## config.mk

```make
export PLATFORM = sky130hd
export DESIGN_NAME = alu_sequencer
export DESIGN_NICKNAME = d
export VERILOG_FILES = /design/src/rtl/alu_sequencer.sv
export SDC_FILE = /design/constraint.sdc
export NUM_CORES = 1
export LEC_CHECK = 0
export CAP_MARGIN = 10
export CORE_ASPECT_RATIO = 0.9
export CORE_MARGIN = 2
export CORE_UTILIZATION = 39
export DETAILED_ROUTE_END_ITERATION = 16
export HOLD_SLACK_MARGIN = 0.12
export PLACE_DENSITY = 0.75
export SLEW_MARGIN = 0
export SYNTH_ARGS = -nofsm -noshare
export SYNTH_HDL_FRONTEND = slang
export SYNTH_SLANG_ARGS = --single-unit
```

## constraint.sdc

```tcl
create_clock -name clk -period 1.3 [get_ports clk]
set_input_delay 0.13 -clock clk [delete_from_list [all_inputs] [get_ports clk]]
set_output_delay 0.13 -clock clk [all_outputs]
set_load 0.01 [all_outputs]
```

## src/rtl/alu_sequencer.sv

```systemverilog
// ALU instruction sequencer: accepts one 8080 ALU-group opcode per handshake and
// drives the operand-select, fetch, temp-load and execute strobes for the SAP-3 ALU.
module alu_sequencer (
    input  logic       clk,
    input  logic       rst,
    input  logic       op_valid,
    output logic       op_ready,
    input  logic [7:0] opcode,
    output logic       mem_req,
    input  logic       mem_ack,
    output logic       src_oe,
    output logic [2:0] src_sel,
    output logic       alu_tmp_we,
    output logic       alu_cs,
    output logic [4:0] alu_op,
    output logic       done,
    output logic       illegal
);

    typedef enum logic [2:0] {
        S_IDLE,
        S_OPERAND,
        S_MEM,
        S_EXEC,
        S_DONE,
        S_ILL
    } state_t;

    state_t     state;
    state_t     dec_state;
    logic [4:0] dec_op;
    logic [2:0] dec_sel;
    logic [4:0] op_q;
    logic [2:0] sel_q;
    logic       mem_req_q;
    logic       src_oe_q;
    logic       tmp_we_q;
    logic       cs_q;
    logic       done_q;
    logic       ill_q;

    always_comb begin
        dec_state = S_ILL;
        dec_op    = 5'd0;
        dec_sel   = 3'd0;
        if (opcode[7:6] == 2'b10) begin
            dec_op = {2'b00, opcode[5:3]};
            if (opcode[2:0] == 3'd6) begin
                dec_state = S_MEM;
            end else begin
                dec_state = S_OPERAND;
                dec_sel   = opcode[2:0];
            end
        end else if (opcode[7:6] == 2'b11 && opcode[2:0] == 3'd6) begin
            dec_op    = {2'b00, opcode[5:3]};
            dec_state = S_MEM;
        end else begin
            case (opcode)
                8'h07: begin dec_op = 5'd8;  dec_state = S_EXEC; end
                8'h0F: begin dec_op = 5'd9;  dec_state = S_EXEC; end
                8'h17: begin dec_op = 5'd10; dec_state = S_EXEC; end
                8'h1F: begin dec_op = 5'd11; dec_state = S_EXEC; end
                8'h2F: begin dec_op = 5'd13; dec_state = S_EXEC; end
                8'h37: begin dec_op = 5'd14; dec_state = S_EXEC; end
                8'h3F: begin dec_op = 5'd15; dec_state = S_EXEC; end
                8'h3C: begin dec_op = 5'd16; dec_state = S_EXEC; end
                8'h3D: begin dec_op = 5'd17; dec_state = S_EXEC; end
                default: begin dec_op = 5'd0; dec_state = S_ILL; end
            endcase
        end
    end

    // Strobe registers are loaded with the values belonging to the state being entered.
    always_ff @(posedge clk) begin
        if (!rst) begin
            state     <= S_IDLE;
            op_q      <= 5'd0;
            sel_q     <= 3'd0;
            mem_req_q <= 1'b0;
            src_oe_q  <= 1'b0;
            tmp_we_q  <= 1'b0;
            cs_q      <= 1'b0;
            done_q    <= 1'b0;
            ill_q     <= 1'b0;
        end else begin
            sel_q     <= 3'd0;
            mem_req_q <= 1'b0;
            src_oe_q  <= 1'b0;
            tmp_we_q  <= 1'b0;
            cs_q      <= 1'b0;
            done_q    <= 1'b0;
            ill_q     <= 1'b0;
            case (state)
                S_IDLE: begin
                    if (op_valid) begin
                        state     <= dec_state;
                        op_q      <= dec_op;
                        sel_q     <= dec_sel;
                        src_oe_q  <= (dec_state == S_OPERAND);
                        tmp_we_q  <= (dec_state == S_OPERAND);
                        mem_req_q <= (dec_state == S_MEM);
                        cs_q      <= (dec_state == S_EXEC);
                        ill_q     <= (dec_state == S_ILL);
                    end
                end
                S_OPERAND: begin
                    state <= S_EXEC;
                    cs_q  <= 1'b1;
                end
                S_MEM: begin
                    if (mem_ack) begin
                        state <= S_EXEC;
                        cs_q  <= 1'b1;
                    end else begin
                        mem_req_q <= 1'b1;
                    end
                end
                S_EXEC: begin
                    state  <= S_DONE;
                    done_q <= 1'b1;
                end
                S_DONE: begin
                    state <= S_IDLE;
                    op_q  <= 5'd0;
                end
                S_ILL: begin
                    state <= S_IDLE;
                end
                default: begin
                    state <= S_IDLE;
                    op_q  <= 5'd0;
                end
            endcase
        end
    end

    // Every output is forced low while reset is held, even before the reset edge.
    assign op_ready   = rst & (state == S_IDLE);
    assign mem_req    = rst & mem_req_q;
    assign src_oe     = rst & src_oe_q;
    assign src_sel    = rst ? sel_q : 3'd0;
    assign alu_tmp_we = rst & (tmp_we_q | ((state == S_MEM) & mem_ack));
    assign alu_cs     = rst & cs_q;
    assign alu_op     = rst ? op_q : 5'd0;
    assign done       = rst & done_q;
    assign illegal    = rst & ill_q;

endmodule

```

; ---- Word-level counts from Yosys, hierarchy flattened
; Index checks and enable logic that the tools add are counted.
[word_totals]
ff_bits = 16
inputBits = 12
out_inout_bits = 15
word_cells = 73
[classes]
eq_ne = 22
muxes = 21
bitwise = 14
reduce_logical = 8
[op_table]
columns = operator, n
row1 = $pmux W5 S9, 1
row2 = $eq A8 B6 Y1 const B, 5
row3 = $mux W5, 4
row4 = $mux W3, 6
row5 = $eq A8 B5 Y1 const B, 2
row6 = $eq A3 B2 Y1 const B, 4
row7 = $pmux W3 S4, 1
row8 = $pmux W5 S2, 1
row9 = $eq A3 B3 Y1 const B, 3
row10 = $reduce_or A9 Y1, 1
row11 = $and A1 B1 Y1, 8
row12 = $eq A8 B3 Y1 const B, 1
row13 = $eq A8 B4 Y1 const B, 1
row14 = $eq A3 B1 Y1 const B, 2
row15 = $mux W1, 5
row16 = $not A1 Y1, 5
row17 = $reduce_or A5 Y1, 1
row18 = $eq A2 B2 Y1 const B, 2
row19 = $ne A2 B2 Y1 const B, 2
row20 = $reduce_and A2 Y1, 2
row21 = $reduce_or A4 Y1, 1
row22 = $logic_not A3 Y1, 1
row23 = $pmux W1 S3, 1
row24 = $reduce_and A3 Y1, 1
row25 = other kinds (4), 4

; ---- Longest topological paths before layout
[logic_depth]
ltp_word = 8
mapped_depth = 4
depth_no_buf = 4

; ---- Worst setup path after synthesis
; Ideal clock, no wire load.
[synth_path]
kind = flip-flop to flip-flop
startpoint = register state[0]
endpoint = register sel_q[1]
t_arrival_ns = 1.187
required_ns = 1.241
path_slack_ns = 0.054
stages_incl_launch_ff = 5
period_less_slack_ns = 1.246
cell_sequence = dfxtp_1 -> or3b_4 -> nor2_4 -> and3_4 -> and2_1
[synth_via]
elab_chain_len = 3
[synth_rtl]
columns = element, line
row1 = start: declaration, 29  ; state_t state;
row2 = start signal: assignment, 96  ; state <= dec_state;
row3 = $logic_not A3 Y1, 93  ; case (state)
row4 = $not A1 Y1 (no line), -
row5 = $reduce_or A5 Y1 (no line), -
row6 = end signal: assignment, 98  ; sel_q <= dec_sel;
row7 = end: declaration, 34  ; logic [2:0] sel_q;
; Every way passes these cells.
; A chain may end at the register's enable or synchronous reset.

; ---- Final worst setup path
[layout_path]
startpoint = register state[2]
endpoint = output port op_ready
[layout_via]
elab_chain_len = 2
[layout_rtl]
columns = element, line
row1 = $logic_not A3 Y1, 138  ; assign op_ready = rst & (state == S_IDLE);
row2 = $and A1 B1 Y1, 138
row3 = end: declaration, 7  ; output logic op_ready,
; Every way passes these cells.

==> impl_table.tex <==
\begin{tabular}{lr}
\hline
Metric & Value \\
\hline
\multicolumn{2}{l}{\textbf{Die}} \\
\quad Number of core rows & 15 \\
\quad Die area & 2411 sq um \\
\quad Horizontal die dimension & 51.54 um \\
\quad Placeable core area & 1914 sq um \\
\quad Total I/O pin count & 27 \\
\quad Initial Util & 0.4144 \\
\quad Height of the die & around 47 um \\
\multicolumn{2}{l}{\textbf{Final layout}} \\
\quad Fraction of final layout cells with drive strength greater than 1 & 0.3767 \\
\quad Reg area & 324.1 sq um \\
\quad Util after Layout & 0.7059 \\
\quad Filler cell count & about 150 \\
\quad Layout Nets & 160 \\
\quad Final non-filler cell area & 1351 sq um \\
\quad Area used by multi-input combinational logic & 508.0 sq um \\
\quad Syn-to-layout area delta & 70.35\% \\
\quad Number of diodes added for antenna fixing & 0 \\
\multicolumn{2}{l}{\textbf{Setup path}} \\
\quad Startpoint of the worst-slack reg-to-reg timing path & state[2]\$\_SDFFE\_PN0P\_ \\
\quad Critical path peak fanout & 2 \\
\quad Type of destination of the critical path & output pin \\
\quad Start point of the critical path & state[2]\$\_SDFFE\_PN0P\_ \\
\quad Type of the worst setup path & flip-flop to output pin \\
\quad Arrival time of data at the critical path endpoint & 1230 ps \\
\quad Startpoint type of the worst setup path & flip-flop \\
\quad Data required time of the worst path & roughly 1200 ps \\
\multicolumn{2}{l}{\textbf{Synthesis}} \\
\quad Most instantiated library cell after synthesis & dfxtp\_1 \\
\quad Warnings from Yosys & 0 \\
\quad Synth area leaders & dfxtp\_1 40\%, and2\_1 9.5\%, and2\_2 4.7\%, a32o\_1 3.8\%, o21ai\_0 3.8\% \\
\quad Synthesized net count & 104 \\
\quad Dominant combinational cell family by area after synthesis & simple AND/OR/NAND/NOR gates \\
\quad Synth Area in Compound Gates & 0.1703 \\
\quad Count of distinct cell types in the synthesized netlist & 32 \\
\quad Synth area leader & dfxtp\_1 \\
\quad Simple-gate share of the synthesized area & 0.3959 \\
\quad Share of synthesized registers carrying an async set or reset & 0 \\
\quad Share of the synthesized netlist area taken by xor and xnor gates & 0.01104 \\
\quad Multiplexer share of the synthesized area & 0 \\
\quad Cell area after synthesis & 793.3 sq um \\
\quad Prevailing post-synth register cell & dfxtp\_1 \\
\quad Register bit count reported by yosys & 16 \\
\quad Share of synthesized cell area in full adder, half adder and majority cells & 0 \\
\quad Number of synthesized flops with an enable pin & 0 \\
\quad Fraction of synthesized cell area taken by the top area cell type & 0.4038 \\
\quad Most common library cells after synthesis & 16 x dfxtp\_1, 12 x and2\_1, 8 x nor2\_1, 7 x nand2\_1, 6 x o21ai\_0 \\
\quad Avg Synthesized Cell Area & about 8.6 sq um \\
\quad Mapped Cells & around 90 \\
\quad Fraction of the yosys area taken by sequential cells & 0.4038 \\
\multicolumn{2}{l}{\textbf{Pwr}} \\
\quad Int Power & 840.8 uW \\
\quad Sw power & 351.7 uW \\
\quad Worst vdd rail ir drop & $\sim$530 uV \\
\quad Overall power & 1.193 mW \\
\quad Power share of the sequential group & 0.449 \\
\quad Power density over the cells & 882.5 nW/um\^{}2 \\
\quad Share of power burned in the clock network & 0.220 \\
\quad Leakage & 0.6504 nW \\
\quad Sw Ratio & 0.2949 \\
\quad Share of power burned in combinational logic & 0.331 \\
\multicolumn{2}{l}{\textbf{Clock tree}} \\
\quad Num CTS Buffers & 3 \\
\quad Clk buf depth & 2 \\
\quad TritonCTS Sinks & 16 \\
\quad Hold-fix buffer count after cts & 0 \\
\quad Root buffer cell & clkbuf\_4 \\
\quad TritonCTS clock tree & yes \\
\quad Level count of the clock H-tree & 1 \\
\quad Clock latency of the later-clocked register in the worst-skew pair & 290 ps \\
\quad Clock-pin slew on the worst setup and hold paths & roughly 90 ps \\
\multicolumn{2}{l}{\textbf{Timing}} \\
\quad Total of endpoints with negative setup slack in the final report & 6 \\
\quad Fin Clk Skew & $\sim$3.1 ps \\
\quad Setup repair after global routing missed its margin & yes \\
\quad Final count of hold timing violations & 0 \\
\quad Max-slew headroom & 0.7872 \\
\quad Slew @ Worst Pin & about 320 ps \\
\quad Number of max-slew violations in the final report & 0 \\
\quad Worst hold slack & between 200 and 250 ps \\
\quad Final worst path period share & 1.048 \\
\quad Slack of the critical path & -63.01 ps \\
\quad F\_max & approximately 730 MHz \\
\quad Tmin final & 1363 ps \\
\multicolumn{2}{l}{\textbf{Flow run}} \\
\quad Max-capacitance violation count & 0 \\
\multicolumn{2}{l}{\textbf{Drt}} \\
\quad Post-detailed-route DRC marker count & 0 \\
\quad Wirelength per Cell & 12.77 um \\
\quad Sum of routed wire length over all layers & approximately 2200 um \\
\quad Total vias in the final route & 869 \\
\quad Average vias per placed instance & slightly above 5 \\
\quad Number of nets with antenna violations after routing & 0 \\
\quad Number of detailed-routing iterations run before antenna repair & 4 \\
\quad First DRT Iteration DRCs & 32 \\
\multicolumn{2}{l}{\textbf{Worst hold path}} \\
\quad Worst hold path type & input pin to flip-flop \\
\quad Min-Delay Startpoint & opcode[1] \\
\multicolumn{2}{l}{\textbf{Global route}} \\
\quad Maximum number of pins on one net before global-route repair & 12 \\
\quad Global-route wire length before repair & about 3500 um \\
\quad Total gr overflow & 0 \\
\quad Antenna violations before repair & 0 \\
\quad Global Route Usage Sum & 0.2021 \\
\quad Via count of the first global-routing pass & 798 \\
\multicolumn{2}{l}{\textbf{Outcome}} \\
\quad Outcome & finished with violations \\
\quad Violations in the final reports & negative setup slack \\
\multicolumn{2}{l}{\textbf{Placement}} \\
\quad Routability-driven placement congestion ratio & between 0.8 and 0.9 \\
\quad Count of input and output buffers & 26 \\
\quad HPWL after DPL & 1586 um \\
\quad Post-DP Area & 1231 sq um \\
\quad Placement-stage worst setup slack & -482.9 ps \\
\hline
\end{tabular}
==> routing by layer <==
layer / global-route usage / wire [um]
met2: 0.3462 / 1063
met4: 0.1316 / 67
met1: 0.2500 / 953
met3: 0.01911 / 100
met5: 0 / 0
==> power groups by stage <==
| stage | clock network [mW] | registers (mW) | logic [mW] |
|---|---|---|---|
| 3_5_place_dp | 0 | 0.541 | 0.336 |
| 2_1_floorplan | 0 | 0.550 | 0.149 |
| 4_1_cts | 0.269 | 0.534 | 0.360 |
| 5_1_grt | 0.282 | 0.538 | 0.427 |
| 6_report | 0.263 | 0.535 | 0.395 |
| 3_3_place_gp | 0 | 0.541 | 0.327 |
==> worst max-delay path, cell delays in order, from the launching register on <==
cell     delay, ps
dfxtp_2        330
or3b_4         390
nor2_1          80
buf_2          130
==> stage by stage <==
step / setup TNS [ps] / instances
4_1_cts: -214.2 / 169
3_3_place_gp: -9550 / 162
6_report: -209.7 / 171
5_1_grt: -563.9 / 171
3_5_place_dp: -9647 / 162
2_1_floorplan: 0 / 92
==> final timing paths <==
check / to / slack [ps] / depth (start not counted)
max: op_ready / -60 / 3
min: sel_q[1]$_SDFF_PP0_ / 240 / 2
max reg2reg: sel_q[2]$_SDFF_PP0_ / -40 / 5
min reg2reg: op_q[2]$_SDFFE_PN0P_ / 580 / 2
==> registers in the layout, indices dropped and copies added, names as in the netlist <==
register / count
sel_q: 3
mem_req_q: 1
tmp_we_q: 1
done_q: 1
ill_q: 1
cs_q: 1
state: 3
op_q: 5
==> cells by family after synthesis <==
family	after synthesis
AND/OR/NAND/NOR	51
AO/OA/AOI/OAI	20
flip-flops	16
buffers and inverters	4
XOR/XNOR	1
==> cell type report <==
class	instances	share of cell area
Clock buffer	3	0.01667
Inverter	3	0.008333
Timing Repair Buffer	52	0.3361
Sequential cell	16	0.2398
Multi-Input combinational cell	72	0.3759
Tap cell	25	0.02315
==> cell usage in the layout, fill, tap and decap left out, types with 2 or more instances in the layout <==
| cell type | synthesis | layout |
|---|---|---|
| and3_4 | 1 | 2 |
| and2_2 | 5 | 5 |
| clkdlybuf4s50_1 | 0 | 9 |
| buf_6 | 0 | 4 |
| nor2_1 | 8 | 8 |
| nand2_1 | 7 | 5 |
| clkbuf_4 | 0 | 3 |
| nand2_2 | 0 | 2 |
| inv_1 | 3 | 3 |
| o21ai_1 | 0 | 2 |
| nand3_1 | 2 | 2 |
| and4b_1 | 2 | 2 |
| dfxtp_2 | 0 | 3 |
| buf_2 | 0 | 3 |
| a32o_1 | 3 | 3 |
| dfxtp_1 | 16 | 13 |
| and2_1 | 12 | 12 |
| o22ai_2 | 0 | 2 |
| or3b_4 | 1 | 2 |
| buf_4 | 0 | 21 |
| a21oi_1 | 4 | 4 |
| o21ai_0 | 6 | 4 |
| dlygate4sd2_1 | 0 | 13 |
==> timing repair <==
action                     in CTS  in global routing
setup endpoints to repair      26                 13
gates resized for setup        38                  9
pin swaps                       3                  3
setup buffers                   4                  2
Note: power is estimated with default switching activity, not from simulation.
